==> src/rtl/uart_pkg.sv <==
// uart_pkg: constants and receive-state encoding shared by the UART transmit and receive sides.
package uart_pkg;
    localparam int DATA_BITS            = 8;
    localparam int DEFAULT_CLKS_PER_BIT = 434;
    typedef enum logic [2:0] {IDLE, START, DATA, PARITY, STOP, WAIT_IDLE} rx_state_t;
endpackage

==> src/rtl/sync_2ff.sv <==
// sync_2ff: two-flop synchronizer for an asynchronous input, reset value set by RST_VAL.
module sync_2ff #(
    parameter logic RST_VAL = 1'b1
) (
    input  logic i_clk,
    input  logic i_rst,
    input  logic i_d,
    output logic o_q
);
    logic meta;
    always_ff @(posedge i_clk or posedge i_rst)
        if (i_rst) {o_q, meta} <= {2{RST_VAL}};
        else       {o_q, meta} <= {meta, i_d};
endmodule

==> src/rtl/receiver.sv <==
// receiver: UART 8N1 receiver sampling mid-bit, with one-cycle valid/error pulses.
// Define RX_PARITY_EN for 8E1 frames with even-parity checking.
module receiver
    import uart_pkg::*;
#(
    parameter int CLKS_PER_BIT = DEFAULT_CLKS_PER_BIT
) (
    input  logic                 i_clk,
    input  logic                 i_rst,
    input  logic                 i_rx,
    output logic [DATA_BITS-1:0] o_data,
    output logic                 o_valid,
    output logic                 o_frame_err,
    output logic                 o_parity_err,
    output logic                 o_busy
);
    localparam int CW = $clog2(CLKS_PER_BIT);
    localparam logic [CW-1:0] LAST = CW'(CLKS_PER_BIT - 1);
    localparam logic [CW-1:0] HALF = CW'(CLKS_PER_BIT / 2 - 1);
`ifdef RX_PARITY_EN
    localparam rx_state_t AFTER_DATA = PARITY;
`else
    localparam rx_state_t AFTER_DATA = STOP;
`endif

    rx_state_t state, state_n;
    logic [CW-1:0] cnt, cnt_n;
    logic [2:0] idx, idx_n;
    logic [DATA_BITS-1:0] shreg, shreg_n, data_n;
    logic valid_n, ferr_n, perr_n, rx_s;

    sync_2ff #(.RST_VAL(1'b1)) u_sync (.i_clk(i_clk), .i_rst(i_rst), .i_d(i_rx), .o_q(rx_s));

`ifdef RX_PARITY_EN
    logic par, par_n;
    always_ff @(posedge i_clk or posedge i_rst)
        if (i_rst) {par, o_parity_err} <= 2'b00;
        else       {par, o_parity_err} <= {par_n, perr_n};
`else
    assign o_parity_err = 1'b0;
`endif

    always_ff @(posedge i_clk or posedge i_rst)
        if (i_rst) begin
            state       <= IDLE;
            cnt         <= '0;
            idx         <= '0;
            shreg       <= '0;
            o_data      <= '0;
            o_valid     <= 1'b0;
            o_frame_err <= 1'b0;
        end else begin
            state       <= state_n;
            cnt         <= cnt_n;
            idx         <= idx_n;
            shreg       <= shreg_n;
            o_data      <= data_n;
            o_valid     <= valid_n;
            o_frame_err <= ferr_n;
        end

    always_comb begin
        state_n = state;
        cnt_n   = cnt + 1'b1;
        idx_n   = idx;
        shreg_n = shreg;
        data_n  = o_data;
        valid_n = 1'b0;
        ferr_n  = 1'b0;
        perr_n  = 1'b0;
`ifdef RX_PARITY_EN
        par_n   = par;
`endif
        case (state)
            IDLE: begin
                cnt_n = '0;
                if (!rx_s) state_n = START;
            end
            START:
                if (cnt == HALF) begin
                    cnt_n   = '0;
                    idx_n   = '0;
                    state_n = rx_s ? IDLE : DATA;
                end
            DATA:
                if (cnt == LAST) begin
                    cnt_n   = '0;
                    shreg_n = {rx_s, shreg[DATA_BITS-1:1]};
                    idx_n   = (idx == 3'd7) ? idx : idx + 3'd1;
                    if (idx == 3'd7) state_n = AFTER_DATA;
                end
`ifdef RX_PARITY_EN
            PARITY:
                if (cnt == LAST) begin
                    cnt_n   = '0;
                    par_n   = rx_s;
                    state_n = STOP;
                end
`endif
            STOP:
                if (cnt == LAST) begin
                    // Leaving at mid-stop-bit leaves half a bit to catch a back-to-back start edge
                    cnt_n   = '0;
                    state_n = rx_s ? IDLE : WAIT_IDLE;
                    ferr_n  = !rx_s;
`ifdef RX_PARITY_EN
                    perr_n  = rx_s && (par ^ (^shreg));
`endif
                    valid_n = rx_s && !perr_n;
                    data_n  = valid_n ? shreg : o_data;
                end
            WAIT_IDLE: begin
                cnt_n = '0;
                if (rx_s) state_n = IDLE;
            end
            default: state_n = IDLE;
        endcase
    end

    assign o_busy = (state != IDLE);
endmodule
==> config.mk <==
export PLATFORM = sky130hd
export DESIGN_NAME = receiver
export DESIGN_NICKNAME = d
export VERILOG_FILES = /design/src/rtl/uart_pkg.sv /design/src/rtl/sync_2ff.sv /design/src/rtl/receiver.sv
export SDC_FILE = /design/constraint.sdc
export NUM_CORES = 1
export LEC_CHECK = 0
export ABC_AREA = 0
export BUFFER_PORTS_ARGS = -buffer_cell sky130_fd_sc_hd__buf_2
export CELL_PAD_IN_SITES_DETAIL_PLACEMENT = 0
export CELL_PAD_IN_SITES_GLOBAL_PLACEMENT = 1
export CORE_MARGIN = 2
export CORE_UTILIZATION = 47
export DETAILED_ROUTE_END_ITERATION = 8
export PLACE_DENSITY_LB_ADDON = 0.1
export SLEW_MARGIN = 40
export SYNTH_ARGS = -nofsm -noshare
export SYNTH_HDL_FRONTEND = slang
export SYNTH_HIERARCHICAL = 1
export SYNTH_SLANG_ARGS = --single-unit
export TNS_END_PERCENT = 20
==> constraint.sdc <==
create_clock -name i_clk -period 2.2 [get_ports i_clk]
set_clock_uncertainty 0.05 [all_clocks]
set_input_delay 0.33 -clock i_clk [delete_from_list [all_inputs] [get_ports i_clk]]
set_output_delay 0.33 -clock i_clk [all_outputs]
set_load 0.01 [all_outputs]
==> results.sh, run 1 <==
export IMPL_status="completed"
export IMPL_fin_ws_ns=0.2712
export IMPL_grt_pass1_wl_um=5223
export IMPL_dieHeight_um=64.08
export IMPL_place_congestion=0.7821
export IMPL_syn_num_nets=151
export IMPL_cts_sinks=35
export IMPL_cpPeakStageDelay_ns=0.42
export IMPL_synth_edf_count=0
export IMPL_cp_max_fo=8
export IMPL_synth_top_cell_by_area="dfrtp_1"
export IMPL_gr_total_overflow=0
export IMPL_die_w_um=64.08
export IMPL_grt_max_degree=34
export IMPL_routed_wirelength_um=2786
export IMPL_grt_pass1_vias=1137
export IMPL_use_met3_pct=4.930
export IMPL_ys_seq_area_share_pct=51.77
export IMPL_end_kind="flop"
export IMPL_ys_top_cells_by_area="dfrtp_1, mux2_2, ha_1, dfstp_2, inv_1"
export IMPL_vias=1091
export IMPL_finalCriticalPeriod_ns=1.929
export IMPL_dp_cells=200
export IMPL_critical_path_class="flop to flop"
export IMPL_num_rows=21
export IMPL_dp_hpwl_um=1982
export IMPL_area_delta_synth_final_pct=10.25
export IMPL_timing_hold_ws_ns=0.04907
export IMPL_start_util_pct=50.06
export IMPL_synth_commonest_cells="dfrtp_1, mux2_2, inv_1, nor2_1, nand3_1"
export IMPL_min_path_type="input port to flop"
export IMPL_avgSynthCellArea_um2=11.86
export IMPL_finalSetupViolations=0
export IMPL_cp_slowest_cell="dfrtp_1"
export IMPL_dieArea_um2=4106
export IMPL_yosysWarningCount=6
export IMPL_rsz0062_at_grt="false"
export IMPL_power_leakage_nw=0.9355
export IMPL_clockBufferDepth=2
export IMPL_crit_buf_inv=1
export IMPL_drv_slew=0
export IMPL_yosysMostFrequentCell="dfrtp_1"
export IMPL_place_area_um2=1807
export IMPL_dr_pass1_iters=4
export IMPL_total_power_mw=0.9996
export IMPL_rrSetupSlack_ns=0.27
export IMPL_cp_start_kind="flop"
export IMPL_synth_ff_type="dfrtp_1"
export IMPL_setup_tns_ns=0
export IMPL_numCtsBuffers=5
export IMPL_busiest_layer="met2"
export IMPL_dr_first_iter_drc_count=50
export IMPL_dp_slack_ns=0.2879
export IMPL_grt_antenna_before_repair=0
export IMPL_drcViolationCount=0
export IMPL_crit_arrival_ns=2.09
export IMPL_clk_pin_slew_ns=0.10
export IMPL_ios=15
export IMPL_ys_ff_latch=35
export IMPL_cts_tree="done"
export IMPL_power_density_nw_per_um2=534.4
export IMPL_ant_nets=0
export IMPL_yosys_area_top_type_share_pct=48.67
export IMPL_cts_root_buf="clkbuf_4"
export IMPL_grt_use_met2_pct=24.87
export IMPL_final_area_um2=1871
export IMPL_core_area_um2=3390
export IMPL_finalHoldViolCount=0
export IMPL_fmaxAchievable_ghz=0.5185
export IMPL_cts_resized=0
export IMPL_vdd_drop_max_uv=358.9
export IMPL_antenna_cells=0
export IMPL_yosys_cell_types_count=41
export IMPL_h_tree_depth=2
export IMPL_drive_gt1_share_pct=33.13
export IMPL_cp_top_family="simple AND/OR/NAND/NOR gates"
export IMPL_wire_per_inst_um=13.33
export IMPL_netlist_instances=143
export IMPL_maxCapViolations=0
export IMPL_synth_area_um2=1697
export IMPL_final_util_pct=55.19
export IMPL_synthArstFlopShare_pct=100.0
export IMPL_insertion_delay_ns=0.33
export IMPL_met1_usage_pct=22.45
export IMPL_cp_required_ns=2.36
export IMPL_avgViaCountPerCell=5.220
export IMPL_port_buffers=13
export IMPL_fin_crit_sh_pct=87.67
export IMPL_nNetsFinal=170
export IMPL_path_cells="inv_1 -> ha_1 -> and4bb_2 -> and3_2 -> nand2_2 -> mux2_2"
export IMPL_gr_usage_all_layers_pct=16.63
export IMPL_layoutNonFillerInstCount=209
## final cells by class
cell class,instances,area (um2)
Multi-Input combinational cell,92,745.7
Sequential cell,35,878.3
Timing Repair Buffer,16,90.09
Clock inverter,2,12.51
Tap cell,46,57.56
Inverter,12,45.04
Clock buffer,6,41.29
Fill cell,310,1519
## kinds of logic after synthesis
group | count (synthesis) | share of synthesized area, %
AO/OA/AOI/OAI | 16 | 7.891
XOR/XNOR | 7 | 3.614
adder cells (fa/ha/maj) | 5 | 3.687
buffers and inverters | 16 | 4.277
flip-flops | 35 | 51.77
multiplexers | 19 | 12.61
other | 1 | 0.2210
AND/OR/NAND/NOR | 44 | 15.93
## metal layers
metal,share of wire [%],up-vias
met3,3.8,2
met5,0,-
li1,-,535
met4,0.68,0
met1,49,534
met2,46,20
## placed cells by master, fill, tap and decap left out, drive strengths merged, types with 2 or more instances in the layout
master / instances
and4: 2
mux2: 19
nor3b: 2
xnor2: 2
inv: 12
o21ai: 4
ha: 5
nand4: 2
nor2: 12
xor2: 5
nand3: 7
dfrtp: 33
clkbuf: 6
a31oi: 2
and3: 2
buf: 15
and2: 3
nand2b: 2
a21oi: 2
nand2: 5
dfstp: 2
## where the power goes
group	switching (mW)	leakage (nW)	total, mW	internal, mW
Clock	0.210	0.0282	0.334	0.123
Combinational	0.0134	0.440	0.0174	0.00398
Sequential	0.00232	0.467	0.649	0.646
## worst paths after layout
path	start	to	cells past startpoint
setup reg to reg	cnt[1]	shreg[7]	6
hold reg to reg	u_sync/meta	u_sync/o_q	0
setup / recovery	cnt[1]	shreg[7]	6
hold / removal	i_rx	u_sync/meta	1
max in group asynchronous	i_rst	cnt[0]	4
min in group asynchronous	i_rst	u_sync/meta	3
## flip-flops by register name, summed over array words and instances, names as in the netlist
| register | flops |
|---|---|
| cnt | 9 |
| o_data | 8 |
| shreg | 8 |
| idx | 3 |
| state | 3 |
| o_frame_err | 1 |
| o_valid | 1 |
| u_sync/meta | 1 |
| u_sync/o_q | 1 |
## repair_timing
item,4_1_cts,5_1_grt
buffers inserted,0,0
hold endpoints to repair,2,0
hold buffers,1,0
Power figures use the tool's default switching activity.
==> run 2: changes to the inputs <==
- REMOVE_ABC_BUFFERS: default -> 1
- SLEW_MARGIN: 40 -> 20
==> run 2 against run 1 <==
  * First-iteration DRC count rose by 2.0%
  * Sequential share of layout area did not move
  * Worst hold slack got worse by 0.0064 ns
  * Sequential cell count did not move
  * Clock power fell by 1%
  * Global-route usage fell by 1.0 points
  * Register-to-register slack got worse by 0.02 ns
  * Non-clock buffer count did not move
==> results.sh, run 2 (synthesized netlist as in run 1, its figures left out) <==
export IMPL_status="completed"
export IMPL_grt_antenna_before_repair=0
export IMPL_h_tree_depth=2
export IMPL_antenna_cells=0
export IMPL_critical_path_class="flop to flop"
export IMPL_cp_start_kind="flop"
export IMPL_gr_usage_all_layers_pct=15.58
export IMPL_cp_max_fo=6
export IMPL_fin_crit_sh_pct=88.56
export IMPL_ios=15
export IMPL_cts_resized=0
export IMPL_crit_arrival_ns=2.12
export IMPL_dr_first_iter_drc_count=51
export IMPL_fmaxAchievable_ghz=0.5133
export IMPL_top_register="cnt"
export IMPL_grt_pass1_wl_um=4905
export IMPL_die_w_um=64.08
export IMPL_min_path_type="input port to flop"
export IMPL_dp_cells=200
export IMPL_timing_hold_ws_ns=0.04266
export IMPL_dieArea_um2=4106
export IMPL_num_rows=21
export IMPL_drive_gt1_share_pct=33.13
export IMPL_ant_nets=0
export IMPL_drv_slew=0
export IMPL_vias=1118
export IMPL_dieHeight_um=64.08
export IMPL_setup_tns_ns=0
export IMPL_layout_common_cells="dfrtp_1, mux2_2, buf_2"
export IMPL_dr_pass1_iters=4
export IMPL_cp_required_ns=2.37
export IMPL_power_leakage_nw=0.9355
export IMPL_core_area_um2=3390
export IMPL_avgViaCountPerCell=5.349
export IMPL_vdd_drop_max_uv=311.4
export IMPL_routed_wirelength_um=2799
export IMPL_numCtsBuffers=5
export IMPL_finalCriticalPeriod_ns=1.948
export IMPL_layoutNonFillerInstCount=209
export IMPL_wire_per_inst_um=13.39
export IMPL_cts_tree="done"
export IMPL_maxCapViolations=0
export IMPL_finalHoldViolCount=0
export IMPL_grt_max_degree=34
export IMPL_total_power_mw=0.9965
export IMPL_cts_root_buf="clkbuf_4"
export IMPL_gr_total_overflow=0
export IMPL_layout_commonest_cell="dfrtp_1"
export IMPL_area_delta_synth_final_pct=10.25
export IMPL_start_util_pct=50.06
export IMPL_clk_pin_slew_ns=0.10
export IMPL_port_buffers=13
export IMPL_power_density_nw_per_um2=532.7
export IMPL_end_kind="flop"
export IMPL_worstHoldPathCells=1
export IMPL_grt_pass1_vias=1084
export IMPL_fill_cells=298
export IMPL_nNetsFinal=170
export IMPL_finalSetupViolations=0
export IMPL_cts_sinks=35
export IMPL_reg_largest_list="cnt x9, o_data x8, shreg x8"
export IMPL_place_congestion=0.7943
export IMPL_drcViolationCount=0
export IMPL_worstRegToRegCells=6
export IMPL_largest_reg_flops=9
export IMPL_clockBufferDepth=2
export IMPL_dp_hpwl_um=1983
export IMPL_rsz0062_at_grt="false"
export IMPL_insertion_delay_ns=0.33
-- run 2: cell counts in the layout (fill, tap and decap cells not counted) --
Identical to the previous run, type by type.
-- run 2: through the flow --
| stage | area, um2 | worst slack, ns | utilization, % |
|---|---|---|---|
| 2_1_floorplan | 1669 | 0.4456 | - |
| 4_1_cts | 1871 | 0.2649 | 55.19 |
| 5_1_grt | 1871 | 0.1367 | 55.19 |
| 3_5_place_dp | 1807 | 0.2822 | 53.30 |
| 3_3_place_gp | 1807 | 0.3117 | 53.30 |
| 6_report | 1871 | 0.2517 | 55.19 |
-- run 2: final cells by class --
type	instances	area [um2]	share of cell area [%]
flip-flops and latches	35	878.3	46.96
multi-input cells	92	745.7	39.87
repair buffers	16	90.09	4.816
well taps	46	57.56	3.077
inverters	12	45.04	2.408
clock buffers	6	41.29	2.207
clock inverters	2	12.51	0.6689
-- run 2: worst paths after layout --
kind                          endpoint   startpoint  slack (ns)
min in group asynchronous  u_sync/meta        i_rst        0.51
max in group asynchronous    o_data[1]        i_rst        1.24
max                             idx[2]       cnt[1]        0.25
max reg2reg                     idx[2]       cnt[1]        0.25
min reg2reg                 u_sync/o_q  u_sync/meta        0.31
min                        u_sync/meta         i_rx        0.04
-- run 2: power breakdown --
part	switching [mW]	total [mW]	internal, mW	leakage [nW]
combinational	0.0133	0.0173	0.00398	0.440
clock	0.207	0.330	0.123	0.0282
sequential	0.00235	0.649	0.646	0.467
total	0.223	0.997	0.774	0.935
-- run 2: routing by layer --
metal  vias up  share of wire (%)  global-route usage, %  wire, um
met5         -                  0                      0         0
met4         0                1.6                  5.707        44
met3         4                4.0                  5.282       113
met2        20                 46                  23.83      1279
met1       557                 49                  20.53      1362
li1        537                  -                      -         -
-- run 2: timing repair --
| action | 4_1_cts | 5_1_grt |
|---|---|---|
| endpoints found under the hold margin | 2 | 0 |
| setup buffers | 0 | 0 |
| hold buffers | 1 | 0 |
-- run 2: critical path, cell delays in order (launching register included) --
cell	delay, ns
dfrtp_1	0.43
inv_1	0.09
ha_1	0.15
and4bb_2	0.30
nand4b_1	0.11
a21oi_1	0.31
mux2_2	0.39
==> run 3: changes to the inputs <==
- CORE_ASPECT_RATIO: default -> 0.8
- CTS_CLUSTER_DIAMETER: default -> 120
==> run 3 against run 2 <==
  * Critical path depth decreased by 1
  * Sequential share of layout area decreased by 0.65 points
  * Worst setup slack improved by 0.031 ns
  * Critical endpoint is now shreg[3]
  * Highest routed layer unchanged
==> results.sh, run 3 (synthesized netlist as in run 1, its figures left out) <==
export IMPL_swShare_pct=21.90
export IMPL_drv_slew=0
export IMPL_crit_buf_inv=0
export IMPL_grt_pass1_wl_um=5126
export IMPL_h_tree_depth=2
export IMPL_cp_slowest_cell="dfrtp_1"
export IMPL_dp_hpwl_um=2153
export IMPL_insertion_delay_ns=0.29
export IMPL_path_cells="ha_1 -> and4bb_2 -> and3_2 -> nand2_2 -> mux2_2"
export IMPL_pwr_share_clk_pct=40.2
export IMPL_vias=1101
export IMPL_cts_hold_buffers=1
export IMPL_power_density_nw_per_um2=588.4
export IMPL_clockBufferDepth=2
export IMPL_seqPwrFrac_pct=58.2
export IMPL_wire_per_inst_um=14.59
export IMPL_start_util_pct=49.22
export IMPL_layout_commonest_cell="dfrtp_1"
export IMPL_clk_pin_slew_ns=0.07
export IMPL_share_comb_of_total_power_pct=1.6
export IMPL_gr_total_overflow=0
export IMPL_end_kind="flop"
export IMPL_die_w_um=71.18
export IMPL_switching_power_mw=0.2444
export IMPL_place_congestion=0.7857
export IMPL_cp_top_family="simple AND/OR/NAND/NOR gates"
export IMPL_fin_crit_sh_pct=87.16
export IMPL_area_delta_synth_final_pct=11.80
export IMPL_ant_nets=0
export IMPL_vdd_drop_max_uv=338.1
export IMPL_dieArea_um2=4110
export IMPL_post_cts_setup_buffer_count=0
export IMPL_port_buffers=13
export IMPL_numCtsBuffers=5
export IMPL_cts_tree="done"
export IMPL_core_area_um2=3447
export IMPL_setup_tns_ns=0
export IMPL_grt_max_degree=34
export IMPL_nNetsFinal=170
export IMPL_critical_path_class="flop to flop"
export IMPL_finalSetupViolations=0
export IMPL_cts_root_buf="clkbuf_8"
export IMPL_drive_gt1_share_pct=33.13
export IMPL_cp_required_ns=2.32
export IMPL_top_register="cnt"
export IMPL_min_path_type="input port to flop"
export IMPL_finalHoldViolCount=0
export IMPL_dp_cells=196
export IMPL_reg_largest_list="cnt x9, o_data x8, shreg x8"
export IMPL_layoutNonFillerInstCount=205
export IMPL_grt_pass1_vias=1081
export IMPL_avgViaCountPerCell=5.371
export IMPL_finalCriticalPeriod_ns=1.917
export IMPL_final_util_pct=55.03
export IMPL_fmaxAchievable_ghz=0.5215
export IMPL_p_int_mw=0.8716
export IMPL_num_rows=19
export IMPL_cts_resized=0
export IMPL_drcViolationCount=0
export IMPL_dr_first_iter_drc_count=88
export IMPL_dieHeight_um=57.74
export IMPL_maxCapViolations=0
export IMPL_rsz0062_at_grt="false"
export IMPL_cp_start_kind="flop"
export IMPL_grt_antenna_before_repair=0
export IMPL_antenna_cells=0
export IMPL_routed_wirelength_um=2990
export IMPL_dr_pass1_iters=4
export IMPL_status="completed"
export IMPL_largest_reg_flops=9
export IMPL_layout_common_cells="dfrtp_1, mux2_2, buf_2"
export IMPL_power_leakage_nw=0.9484
export IMPL_crit_arrival_ns=2.04
export IMPL_cp_max_fo=8
export IMPL_cpPeakStageDelay_ns=0.46
export IMPL_ios=15
export IMPL_cts_sinks=35
export IMPL_gr_usage_all_layers_pct=16.59
[run 3: cell type report]
type | instances | area, um2
Fill cell | 297 | 1550
Inverter | 12 | 45.04
Clock buffer | 6 | 72.57
Tap cell | 42 | 52.55
Multi-Input combinational cell | 92 | 745.7
Clock inverter | 2 | 12.51
Timing Repair Buffer | 16 | 90.09
Sequential cell | 35 | 878.3
[run 3: power by group through the flow]
stage          Sequential, mW  Clock [mW]  Combinational [mW]
6_report                0.649       0.449              0.0176
3_3_place_gp            0.661           0              0.0169
2_1_floorplan           0.660           0              0.0105
4_1_cts                 0.649       0.468              0.0187
5_1_grt                 0.649       0.499              0.0210
3_5_place_dp            0.661           0              0.0175
[run 3: path summary, 6_finish.rpt]
| kind | from | end | slack (ns) | depth (start not counted) |
|---|---|---|---|---|
| min reg2reg | u_sync/meta | u_sync/o_q | 0.31 | 0 |
| max reg2reg | cnt[0] | shreg[3] | 0.28 | 5 |
| max | cnt[0] | shreg[3] | 0.28 | 5 |
| min in group asynchronous | i_rst | u_sync/meta | 0.55 | 3 |
| min | i_rx | u_sync/meta | 0.09 | 1 |
| max in group asynchronous | i_rst | o_data[0] | 1.18 | 4 |
[run 3: layer usage]
metal	GRT usage [%]	part of all wire (%)
met4	8.895	2.0
met5	0	0
met2	23.94	44
met3	4.696	4.2
met1	22.79	50
[run 3: stage by stage]
stage / hold slack (ns) / instance area, um2 / setup slack [ns] / power (mW)
6_report: 0.08766 / 1897 / 0.2826 / 1.116
5_1_grt: 0.06589 / 1897 / 0.1565 / 1.169
4_1_cts: 0.07320 / 1897 / 0.2820 / 1.135
3_5_place_dp: 0.3007 / 1802 / 0.2958 / 0.6788
3_3_place_gp: 0.2968 / 1802 / 0.3159 / 0.6781
2_1_floorplan: 0.1915 / 1669 / 0.4456 / 0.6708
